**src/rtl/uart_pkg.sv**
```systemverilog
// Shared definitions for the UART transmit-side arbiter and related schedulers.
package uart_pkg;

    // Arbiter control states
    typedef enum logic [1:0] {
        ST_IDLE  = 2'd0,
        ST_ISSUE = 2'd1,
        ST_WAIT  = 2'd2
    } state_e;

    // Default sizing
    localparam int NUM_REQ_DEFAULT        = 4;
    localparam int TIMEOUT_CYCLES_DEFAULT = 4096;

    // 8N1 frame: start + 8 data + stop
    localparam int FRAME_BITS = 10;
    localparam int DATA_WIDTH = 8;

    // Advance a pointer by one, wrapping with an explicit compare so that
    // non-power-of-two requester counts wrap correctly.
    function automatic int wrap_inc(input int ptr, input int n);
        int res;
        if (ptr >= n - 1) begin
            res = 0;
        end else begin
            res = ptr + 1;
        end
        return res;
    endfunction

    // Add an offset (< n) to a base index (< n) modulo n without a divider.
    function automatic int wrap_add(input int base, input int off, input int n);
        int sum;
        sum = base + off;
        if (sum >= n) begin
            sum = sum - n;
        end else begin
            sum = sum;
        end
        return sum;
    endfunction

endpackage

```
**src/rtl/uart_rr_pick.sv**
```systemverilog
// Combinational rotating-priority picker: the first asserted request found
// when searching upward from i_start (wrapping) wins.
module uart_rr_pick
    import uart_pkg::*;
#(
    parameter int  NUM_REQ  = NUM_REQ_DEFAULT,
    localparam int ID_WIDTH = $clog2(NUM_REQ)
) (
    input  logic [NUM_REQ-1:0]  i_req,
    input  logic [ID_WIDTH-1:0] i_start,
    output logic [NUM_REQ-1:0]  o_grant,
    output logic [ID_WIDTH-1:0] o_grant_id,
    output logic                o_any
);

    logic [ID_WIDTH-1:0] cand_s;
    logic                hit_s;

    // Search from the farthest offset down to offset 0 so the closest hit to
    // the start index is the one left standing.
    always_comb begin
        o_grant    = {NUM_REQ{1'b0}};
        o_grant_id = {ID_WIDTH{1'b0}};
        o_any      = 1'b0;
        cand_s     = {ID_WIDTH{1'b0}};
        hit_s      = 1'b0;
        for (int i = NUM_REQ - 1; i >= 0; i--) begin
            cand_s     = ID_WIDTH'(wrap_add(int'(i_start), i, NUM_REQ));
            hit_s      = i_req[cand_s];
            o_grant    = hit_s ? ({{(NUM_REQ-1){1'b0}}, 1'b1} << cand_s) : o_grant;
            o_grant_id = hit_s ? cand_s : o_grant_id;
            o_any      = o_any | hit_s;
        end
    end

endmodule

```
**src/rtl/uart_tx_arbiter.sv**
```systemverilog
// Shares one 8N1 UART transmitter among NUM_REQ byte requesters with
// packet-granular round-robin arbitration and a DONE watchdog.
module uart_tx_arbiter
    import uart_pkg::*;
#(
    parameter int  NUM_REQ        = NUM_REQ_DEFAULT,
    parameter int  TIMEOUT_CYCLES = TIMEOUT_CYCLES_DEFAULT,
    localparam int ID_WIDTH       = $clog2(NUM_REQ)
) (
    input  logic                           i_CLK,
    input  logic                           i_RESET,
    input  logic [NUM_REQ-1:0]             i_req_VALID,
    input  logic [DATA_WIDTH*NUM_REQ-1:0]  i_req_DATA,
    input  logic [NUM_REQ-1:0]             i_req_LAST,
    output logic [NUM_REQ-1:0]             o_req_READY,
    output logic                           o_tx_DATA_READY,
    output logic [DATA_WIDTH-1:0]          o_tx_DATA,
    input  logic                           i_tx_BUSY,
    input  logic                           i_tx_DONE,
    output logic [ID_WIDTH-1:0]            o_GRANT_ID,
    output logic                           o_LOCKED,
    output logic                           o_BUSY,
    output logic                           o_ERROR
);

    localparam int WD_WIDTH = $clog2(TIMEOUT_CYCLES);

    // Registered state
    state_e                  state_q, state_d;
    logic [DATA_WIDTH-1:0]   tx_data_q, tx_data_d;
    logic                    last_q, last_d;
    logic [ID_WIDTH-1:0]     grant_q, grant_d;
    logic                    locked_q, locked_d;
    logic                    dr_q, dr_d;
    logic                    err_q, err_d;
    logic                    busy_q, busy_d;
    logic [WD_WIDTH-1:0]     wd_q, wd_d;

    // Arbitration signals
    logic [NUM_REQ-1:0]      owner_mask_s;
    logic [NUM_REQ-1:0]      eligible_s;
    logic [ID_WIDTH-1:0]     start_s;
    logic [NUM_REQ-1:0]      pick_grant_s;
    logic [ID_WIDTH-1:0]     pick_id_s;
    logic                    pick_any_s;
    logic [DATA_WIDTH-1:0]   pick_data_s;
    logic                    pick_last_s;
    logic                    accept_s;
    logic [NUM_REQ-1:0]      ready_s;

    // While a packet is in progress only its owner may be chosen; otherwise
    // the search starts just past the previous winner.
    always_comb begin
        owner_mask_s = {{(NUM_REQ-1){1'b0}}, 1'b1} << grant_q;
        if (locked_q) begin
            eligible_s = i_req_VALID & owner_mask_s;
            start_s    = grant_q;
        end else begin
            eligible_s = i_req_VALID;
            start_s    = ID_WIDTH'(wrap_inc(int'(grant_q), NUM_REQ));
        end
    end

    uart_rr_pick #(
        .NUM_REQ    (NUM_REQ)
    ) u_pick (
        .i_req      (eligible_s),
        .i_start    (start_s),
        .o_grant    (pick_grant_s),
        .o_grant_id (pick_id_s),
        .o_any      (pick_any_s)
    );

    // Select the winner's byte and LAST flag through a one-hot AND-OR mux.
    always_comb begin
        pick_data_s = {DATA_WIDTH{1'b0}};
        pick_last_s = 1'b0;
        for (int k = 0; k < NUM_REQ; k++) begin
            pick_data_s = pick_data_s |
                          (i_req_DATA[DATA_WIDTH*k +: DATA_WIDTH] & {DATA_WIDTH{pick_grant_s[k]}});
            pick_last_s = pick_last_s | (i_req_LAST[k] & pick_grant_s[k]);
        end
    end

    // A byte is accepted only in IDLE with the transmitter idle; READY is the
    // picker's one-hot grant in that cycle and zero otherwise.
    always_comb begin
        accept_s = (state_q == ST_IDLE) && pick_any_s && !i_tx_BUSY && !i_RESET;
        if (accept_s) begin
            ready_s = pick_grant_s;
        end else begin
            ready_s = {NUM_REQ{1'b0}};
        end
    end

    // Next-state logic for the issue/wait sequence and the watchdog.
    always_comb begin
        state_d   = state_q;
        tx_data_d = tx_data_q;
        last_d    = last_q;
        grant_d   = grant_q;
        locked_d  = locked_q;
        wd_d      = wd_q;
        dr_d      = 1'b0;
        err_d     = 1'b0;
        case (state_q)
            ST_IDLE: begin
                if (accept_s) begin
                    tx_data_d = pick_data_s;
                    last_d    = pick_last_s;
                    grant_d   = pick_id_s;
                    locked_d  = 1'b1;
                    dr_d      = 1'b1;
                    state_d   = ST_ISSUE;
                end else begin
                    state_d   = ST_IDLE;
                end
            end
            ST_ISSUE: begin
                wd_d    = {WD_WIDTH{1'b0}};
                state_d = ST_WAIT;
            end
            ST_WAIT: begin
                if (i_tx_DONE) begin
                    // DONE takes precedence over a coincident timeout.
                    if (last_q) begin
                        locked_d = 1'b0;
                    end else begin
                        locked_d = locked_q;
                    end
                    state_d = ST_IDLE;
                end else if (wd_q == WD_WIDTH'(TIMEOUT_CYCLES - 2)) begin
                    // Counter is about to reach TIMEOUT_CYCLES-1: abandon
                    // the packet so the error pulse lands TIMEOUT_CYCLES
                    // after the issue pulse.
                    err_d    = 1'b1;
                    locked_d = 1'b0;
                    state_d  = ST_IDLE;
                end else begin
                    wd_d = wd_q + {{(WD_WIDTH-1){1'b0}}, 1'b1};
                end
            end
            default: begin
                locked_d = 1'b0;
                state_d  = ST_IDLE;
            end
        endcase
        busy_d = (state_d != ST_IDLE);
    end

    // Control FSM and registered outputs; a reset drops any packet in flight.
    always_ff @(posedge i_CLK or posedge i_RESET) begin
        if (i_RESET) begin
            state_q   <= ST_IDLE;
            tx_data_q <= {DATA_WIDTH{1'b0}};
            last_q    <= 1'b0;
            grant_q   <= ID_WIDTH'(NUM_REQ - 1);
            locked_q  <= 1'b0;
            dr_q      <= 1'b0;
            err_q     <= 1'b0;
            busy_q    <= 1'b0;
            wd_q      <= {WD_WIDTH{1'b0}};
        end else begin
            state_q   <= state_d;
            tx_data_q <= tx_data_d;
            last_q    <= last_d;
            grant_q   <= grant_d;
            locked_q  <= locked_d;
            dr_q      <= dr_d;
            err_q     <= err_d;
            busy_q    <= busy_d;
            wd_q      <= wd_d;
        end
    end

    assign o_req_READY     = ready_s;
    assign o_tx_DATA_READY = dr_q;
    assign o_tx_DATA       = tx_data_q;
    assign o_GRANT_ID      = grant_q;
    assign o_LOCKED        = locked_q;
    assign o_BUSY          = busy_q;
    assign o_ERROR         = err_q;

endmodule

```
**config.mk**
```make
export PLATFORM = sky130hd
export DESIGN_NAME = uart_tx_arbiter
export DESIGN_NICKNAME = d
export VERILOG_FILES = /design/src/rtl/uart_pkg.sv /design/src/rtl/uart_rr_pick.sv /design/src/rtl/uart_tx_arbiter.sv
export SDC_FILE = /design/constraint.sdc
export NUM_CORES = 1
export LEC_CHECK = 0
export CORE_MARGIN = 10
export CORE_UTILIZATION = 35
export CTS_BUF_LIST = sky130_fd_sc_hd__clkbuf_4
export DETAILED_ROUTE_END_ITERATION = 12
export DONT_BUFFER_PORTS = 1
export REMOVE_ABC_BUFFERS = 1
export SLEW_MARGIN = 20
export SYNTH_ARGS = -nofsm -noshare
export SYNTH_HDL_FRONTEND = slang
export SYNTH_SLANG_ARGS = --single-unit
```
**constraint.sdc**
```tcl
create_clock -name i_CLK -period 3.31 [get_ports i_CLK]
set_input_delay 0.331 -clock i_CLK [delete_from_list [all_inputs] [get_ports i_CLK]]
set_output_delay 0.331 -clock i_CLK [all_outputs]
set_load 0.05 [all_outputs]
```
==> results of run 1 <==
## metal layers
layer / GRT usage / share of wire
met1: 0.135 / 0.39
met2: 0.230 / 0.55
met3: 0.0312 / 0.045
met4: 0.0417 / 0.0091
met5: 0 / 0
## repair_timing
item / CTS / global route
hold buffers: 1 / 0
endpoints found under the hold margin: 2 / 0
buffers inserted: 5 / 4
pin swaps: 4 / 2
setup endpoints to repair: 4 / 4
resized for setup: 17 / 3
## kinds of logic (layout without fill, tap and decap cells)
family                   Yosys count  count (layout)  share of synthesized area
buffers and inverters             17              47                     0.0425
adder cells (fa/ha/maj)           10              10                     0.0607
multiplexers                       6               6                     0.0510
AO/OA/AOI/OAI                     59              59                      0.221
XOR/XNOR                           7               7                     0.0298
flip-flops                        29              29                      0.353
AND/OR/NAND/NOR                   98              98                      0.242
## worst max-delay path by stage
stage	slack [ps]	to	start	depth (start not counted)
3_5_place_dp	170	o_req_READY[3]	o_GRANT_ID[0]	10
3_3_place_gp	200	o_req_READY[3]	o_GRANT_ID[0]	9
5_1_grt	-150	o_req_READY[0]	o_GRANT_ID[1]	10
6_report	-50	o_req_READY[3]	o_GRANT_ID[1]	9
4_1_cts	-50	o_req_READY[3]	o_GRANT_ID[1]	9
2_1_floorplan	-510	o_req_READY[2]	o_GRANT_ID[0]	8
## per-stage QoR
step | cells | util | worst slack (ps) | instance area (sq um) | hold slack, ps
CTS | 324 | 0.444 | -45.8 | 2490 | 58.0
global placement | 310 | 0.411 | 198 | 2300 | 277
detailed placement | 310 | 0.411 | 171 | 2300 | 281
global route | 328 | 0.451 | -154 | 2530 | 54.6
floorplan | 216 | - | -512 | 2000 | 404
finish | 328 | 0.451 | -52.5 | 2530 | 75.2
## layout by cell type, fill, tap and decap left out, types with 3 or more instances in the layout
cell type	instances
a21oi_1	4
a31oi_1	8
a32oi_1	14
and2_1	4
and2_4	3
and3_1	3
and3_4	3
buf_12	4
buf_4	23
buf_6	3
clkbuf_4	5
dfrtp_1	27
ha_1	6
ha_4	3
inv_1	5
mux4_2	3
nand2_1	16
nand2b_1	4
nand3_1	23
nand4_1	4
nor2_1	23
nor3_1	4
o21a_1	3
o21ai_0	12
xor2_1	4
## state kept, by name, summed over array words and instances, names as in the netlist
name and cells:
state_q 2, o_GRANT_ID 2, last_q 1, wd_q 12, o_tx_DATA_READY 1, o_tx_DATA 8, o_BUSY 1, o_LOCKED 1
o_ERROR 1
## cell type report
cell class / instances / share of cell area
Clock inverter: 3 / 0.00494
Tap cell: 72 / 0.0356
Multi-Input combinational cell: 180 / 0.523
Inverter: 7 / 0.0104
Timing Repair Buffer: 32 / 0.123
Clock buffer: 5 / 0.0148
Sequential cell: 29 / 0.288
==> results.yml, run 1 <==
status:
  status: "finished, violations left"
  violations: "negative setup slack"
synthesis:
  netlist_area_sq_um: 2060
  synth_most_common_cell: "dfrtp_1"
  synth.area.top_cells: "dfrtp_1 33%, ha_1 6.1%, a32oi_1 6.0%"
  ys_ff_latch: 29
  synthesis.instances: 226
  synth_top_area_cell: "dfrtp_1"
  ys_types: 47
  synth_top_cell_area_share: 0.328
  yosysSeqAreaShare: 0.353
  synth_ff_type: "dfrtp_1"
  synth_edf_count: 0
  synth_common_cells: "27 x dfrtp_1, 23 x nand3_1, 23 x nor2_1"
  syn_avg_cell_area_sq_um: 9.12
  ys_warn_count: 0
  synthArstFlopShare: 1.00
final_layout:
  nFillCells: 573
  drive_above_1_share: 0.246
  final_nets: 309
  diodes: 0
  syn2layout_area_growth_pct: 22.8
  seq_area_sq_um: 728
  multiInputGateArea_sq_um: 1330
drt:
  wl_microns: 6130
  postRouteAntennaNets: 0
  wl_per_cell_microns: 18.7
  drt-initial-drc-count: 118
  firstDrtPassIters: 4
  drc: 0
  num_vias: 1949
  avgViaCountPerCell: 5.94
sta:
  max_freq_mhz: 297
  finClkSkew_ps: 6.02
  setup_violations: 4
  timing.slew.headroom: 0.653
  fin_crit_sh: 1.02
  tns_ps: -142
  rsz0062_at_grt: "yes"
  finalWorstSetupSlack_ps: -52.5
  min_period_ps: 3360
  tightest_slew_ps: 521
  hold_viol: 0
  slew_viol_final: 0
worst_setup_path:
  crit_path_frequent_cell: "ha_4"
  cp.required_ps: 2980
  path_cells: "inv_2 > ha_4 > mux2_4 > ha_4 > mux4_2 > or3_1 > a221o_1 > and3_4 > buf_12"
  reg2reg_slack_ps: 200
  path_buf_inv: 2
  slowest_delay_ps: 560
  reg2reg_depth: 11
  r2r_end: "o_tx_DATA[2]"
  r2r_start: "o_GRANT_ID[1]"
  crit_type: "flop to output pin"
  start_kind: "flop"
  arrival_ps: 3030
  cp_top_family: "multiplexers"
  cp-end-kind: "output pin"
  cp_max_fo: 3
  cp_slowest_cell: "dfstp_2"
global_route:
  grt_max_degree: 28
  grt_pass1_vias: 1911
  overflow: 0
  gr-usage-all-layers: 0.125
  antenna_found_initial: 0
  grt_pass1_wl_microns: 9870
placed_design:
  io_buffers: 0
  gp_congestion: 0.925
  dp_hpwl_microns: 4670
clock_tree:
  cts_tree: "yes"
  cts_buffers: 5
  clock_sink_count: 29
  cts.htree.levels: 2
  clk_pin_slew_ps: 90
  cts_buffer_depth: 2
  clock_latency_ps: 320
  clockRootBuffer: "clkbuf_4"
min_path:
  hold_path_startpoint: "i_tx_DONE"
  whs_path_depth: 1
  hp-class: "input port to flop"
  min_to: "o_ERROR"
die:
  die_x_microns: 96.7
  fp.coreArea_sq_um: 5610
  die_h_microns: 96.7
  dieArea_sq_um: 9360
  row_count: 27
  io_pins: 62
  initial_utilization: 0.367
job:
  drv_cap: 0
Power of run 1 is left out: the tool's default activity adds up to more than one toggle a clock period on the data nets, which glitch-free logic cannot reach.
==> inputs of run 2 (changes only) <==
GPL_TIMING_DRIVEN = 0   (was not set)
MAX_ROUTING_LAYER = met4   (was not set)
==> results.yml, run 2 (synthesized netlist as in run 1, its figures left out) <==
final_layout:
  utilization: 0.439
  diodes: 0
  final_nets: 297
  layout_common_cells: "26 x dfrtp_1, 23 x nor2_1, 23 x nand3_1, 16 x nand2_1"
  syn2layout_area_growth_pct: 19.4
  fin_cells: 316
  final_common_cell: "dfrtp_1"
  drive_above_1_share: 0.258
  nFillCells: 566
  registers.top_by_ff_count: "wd_q"
  largest_register_ffs: 12
drt:
  met2WireLength_microns: 3410
  drt-initial-drc-count: 125
  drc: 0
  wirelength_met1_microns: 2450
  avgViaCountPerCell: 6.00
  firstDrtPassIters: 5
  postRouteAntennaNets: 0
  wl_per_cell_microns: 19.7
  num_vias: 1895
  highest_layer: "met4"
  met3_length_microns: 286
  wl_microns: 6240
placed_design:
  dp.cells: 288
  dp_hpwl_microns: 4210
  io_buffers: 0
  gp_congestion: 0.786
sta:
  tns_ps: -1200
  setup_violations: 4
  max_freq_mhz: 276
  slew_viol_final: 0
  timing.slew.headroom: 0.450
  finClkSkew_ps: 10.8
  rsz0062_at_grt: "yes"
  min_period_ps: 3620
  tightest_slew_ps: 817
  fin_crit_sh: 1.09
  finalWorstSetupSlack_ps: -311
  hold_viol: 0
global_route:
  grt_pass1_vias: 1803
  antenna_found_initial: 0
  grt_pass1_wl_microns: 9440
  grt_max_degree: 30
  overflow: 0
  gr-usage-all-layers: 0.123
worst_setup_path:
  arrival_ps: 3290
  r2r_end: "o_tx_DATA[6]"
  start_kind: "flop"
  reg2reg_depth: 10
  cp-end-kind: "output pin"
  reg2reg_slack_ps: 0
  r2r_start: "o_GRANT_ID[0]"
  cp.required_ps: 2980
  cp_max_fo: 7
  crit_type: "flop to output pin"
clock_tree:
  cts_buffer_depth: 2
  cts_tree: "yes"
  clock_sink_count: 29
  cts_buffers: 5
  clock_latency_ps: 320
  cts.htree.levels: 2
  clockRootBuffer: "clkbuf_4"
  clk_pin_slew_ps: 90
min_path:
  min_to: "o_ERROR"
  hp-class: "input port to flop"
  whs_path_depth: 1
  hold_path_startpoint: "i_tx_DONE"
job:
  drv_cap: 0
die:
  die_h_microns: 96.7
  die_x_microns: 96.7
  dieArea_sq_um: 9360
  fp.coreArea_sq_um: 5610
  io_pins: 62
  row_count: 27
  initial_utilization: 0.367
status:
  violations: "negative setup slack"
  status: "finished, violations left"
## run 2: changes by cell type in the layout (fill, tap and decap cells not counted), sizes merged
| cell | before | now |
|---|---|---|
| buf | 31 | 18 |
| clkbuf | 5 | 7 |
| clkinv | 3 | 1 |
| o31a | 2 | 3 |
## run 2: timing repair
item                       in CTS  in global routing
gates resized for setup        28                 11
hold buffers                    0                  1
hold endpoints to repair        0                 22
pin swaps                       8                  7
cloned                          0                  1
setup endpoints to repair      18                 13
setup buffers                  12                  7
## run 2: worst max-delay path by stage
| stage | startpoint | end | cells after the start |
|---|---|---|---|
| 2_1_floorplan | o_GRANT_ID[0] | o_req_READY[2] | 8 |
| 3_3_place_gp | o_GRANT_ID[0] | o_req_READY[2] | 8 |
| 3_5_place_dp | o_GRANT_ID[0] | o_req_READY[2] | 8 |
| 4_1_cts | o_GRANT_ID[0] | o_req_READY[3] | 8 |
| 5_1_grt | o_GRANT_ID[0] | o_req_READY[3] | 8 |
| 6_report | o_GRANT_ID[0] | o_req_READY[3] | 8 |
## run 2: final cells by class
cell class | instances | area, sq um | area share
sequential | 29 | 737 | 0.300
clock buffer | 7 | 52.6 | 0.0214
multi-input combinational | 181 | 1390 | 0.565
clock inverter | 1 | 5.00 | 0.00203
inverter | 7 | 31.3 | 0.0127
timing repair buffer | 19 | 155 | 0.0631
tap | 72 | 90.1 | 0.0366
## run 2: stage by stage
step	worst slack [ps]	cell area, sq um	hold slack [ps]
after floorplan	-512	2000	404
after global placement	-963	2090	407
after detailed placement	-1000	2090	407
after CTS	-314	2330	51.3
after global routing	-406	2460	46.0
final	-311	2460	65.0
## run 2: routing by layer
layer	global-route usage	vias to the layer above
li1	-	912
met1	0.129	922
met2	0.224	51
met3	0.0248	10
met4	0.0406	0
met5	-	-
## run 2: worst max-delay path, cell delays in order, from the launching register on
cell	delay [ps]
dfstp_4	780
inv_4	70
ha_4	210
mux2_4	310
ha_4	290
mux4_2	360
or3_4	360
a221o_2	350
and3_4	240
Power of run 2 is left out for the same reason.
==> inputs of run 3 (changes only) <==
CORE_UTILIZATION = 45   (was 35)
PLACE_DENSITY = 0.7   (was not set)
==> results.yml, run 3 (synthesized netlist as in run 1, its figures left out) <==
clock_tree:
  cts_buffer_depth: 2
  clockRootBuffer: "clkbuf_4"
  clk_pin_slew_ps: 80
  clock_sink_count: 29
  cts_tree: "yes"
  clock_latency_ps: 330
  cts.htree.levels: 2
  cts_buffers: 5
worst_setup_path:
  reg2reg_slack_ps: -20
  r2r_start: "o_GRANT_ID[1]"
  crit_path_frequent_cell: "ha_4"
  cp-startpoint: "o_GRANT_ID[1]"
  cp.required_ps: 2980
  crit_type: "flop to output pin"
  slowest_delay_ps: 750
  cp-end-kind: "output pin"
  start_kind: "flop"
  reg2reg_depth: 10
  r2r_end: "o_tx_DATA[3]"
  path_cells: "inv_4 > ha_4 > mux2_4 > ha_4 > mux4_2 > or3_1 > a221o_2 > and3_4"
  cp_top_family: "flip-flops"
  path_buf_inv: 1
  cp_max_fo: 6
  cp_slowest_cell: "dfstp_4"
  arrival_ps: 3270
final_layout:
  layout_common_cells: "26 x dfrtp_1, 23 x nor2_1, 23 x nand3_1, 16 x nand2_1, 13 x buf_4"
  diodes: 0
  drive_above_1_share: 0.224
  final_common_cell: "dfrtp_1"
  syn2layout_area_growth_pct: 14.6
  utilization: 0.539
  largest_register_ffs: 12
  registers.top_by_ff_count: "wd_q"
  final_nets: 294
min_path:
  hold_path_startpoint: "i_tx_DONE"
  min_to: "o_ERROR"
  hp-class: "input port to flop"
  whs_path_depth: 1
placed_design:
  io_buffers: 0
  gp_congestion: 0.926
  dp_hpwl_microns: 3940
drt:
  num_vias: 1897
  drc: 0
  avgViaCountPerCell: 6.47
  firstDrtPassIters: 4
  drt-initial-drc-count: 135
  postRouteAntennaNets: 0
  wl_per_cell_microns: 19.3
  wl_microns: 5660
sta:
  setup_violations: 8
  max_freq_mhz: 278
  tns_ps: -1160
  slew_viol_final: 0
  hold_viol: 0
  timing.slew.headroom: 0.608
  rsz0062_at_grt: "yes"
  min_period_ps: 3600
  finalWorstSetupSlack_ps: -288
  fin_crit_sh: 1.09
  finClkSkew_ps: 5.06
  tightest_slew_ps: 587
job:
  drv_cap: 0
global_route:
  gr-usage-all-layers: 0.149
  grt_max_degree: 30
  grt_pass1_wl_microns: 9000
  antenna_found_initial: 0
  grt_pass1_vias: 1829
  overflow: 0
status:
  violations: "negative setup slack"
  status: "finished, violations left"
die:
  dieArea_sq_um: 7690
  die_x_microns: 87.7
  fp.coreArea_sq_um: 4380
  die_h_microns: 87.7
  initial_utilization: 0.470
  row_count: 24
  io_pins: 62
run 3: final cells by class:
class | instances | area, sq um
multi-input cells | 180 | 1350
repair buffers | 17 | 129
inverters | 7 | 31.3
flip-flops and latches | 29 | 737
well taps | 52 | 65.1
clock buffers | 5 | 37.5
clock inverters | 3 | 12.5
fillers | 398 | 2020
run 3: stage by stage:
step,worst slack [ps],cell area [sq um],hold slack [ps],cells
after global placement,-922,2060,406,268
after CTS,-292,2290,53.5,288
after global routing,-396,2360,28.2,293
after detailed placement,-977,2060,409,268
final,-288,2360,67.5,293
after floorplan,-512,2000,404,216
run 3: layer usage:
metal	track usage	share of wire	vias to the layer above
met5	-	0	-
met4	0.0623	0.017	0
met3	0.0353	0.054	11
met2	0.247	0.54	67
met1	0.167	0.39	924
li1	-	-	895
run 3: timing repair:
item / 4_1_cts / 5_1_grt
resized for setup: 27 / 4
endpoints found under the hold margin: 0 / 27
endpoints found under the setup margin: 18 / 13
hold buffers: 0 / 1
pin swaps: 6 / 0
setup buffers: 12 / 4
run 3: worst max-delay path by stage:
stage	endpoint	cells past startpoint	slack (ps)
after CTS	o_req_READY[1]	8	-290
after global routing	o_req_READY[0]	9	-400
final	o_req_READY[3]	8	-290
after detailed placement	o_req_READY[2]	8	-980
after floorplan	o_req_READY[2]	8	-510
after global placement	o_req_READY[2]	8	-920
Power of run 3 is left out for the same reason.
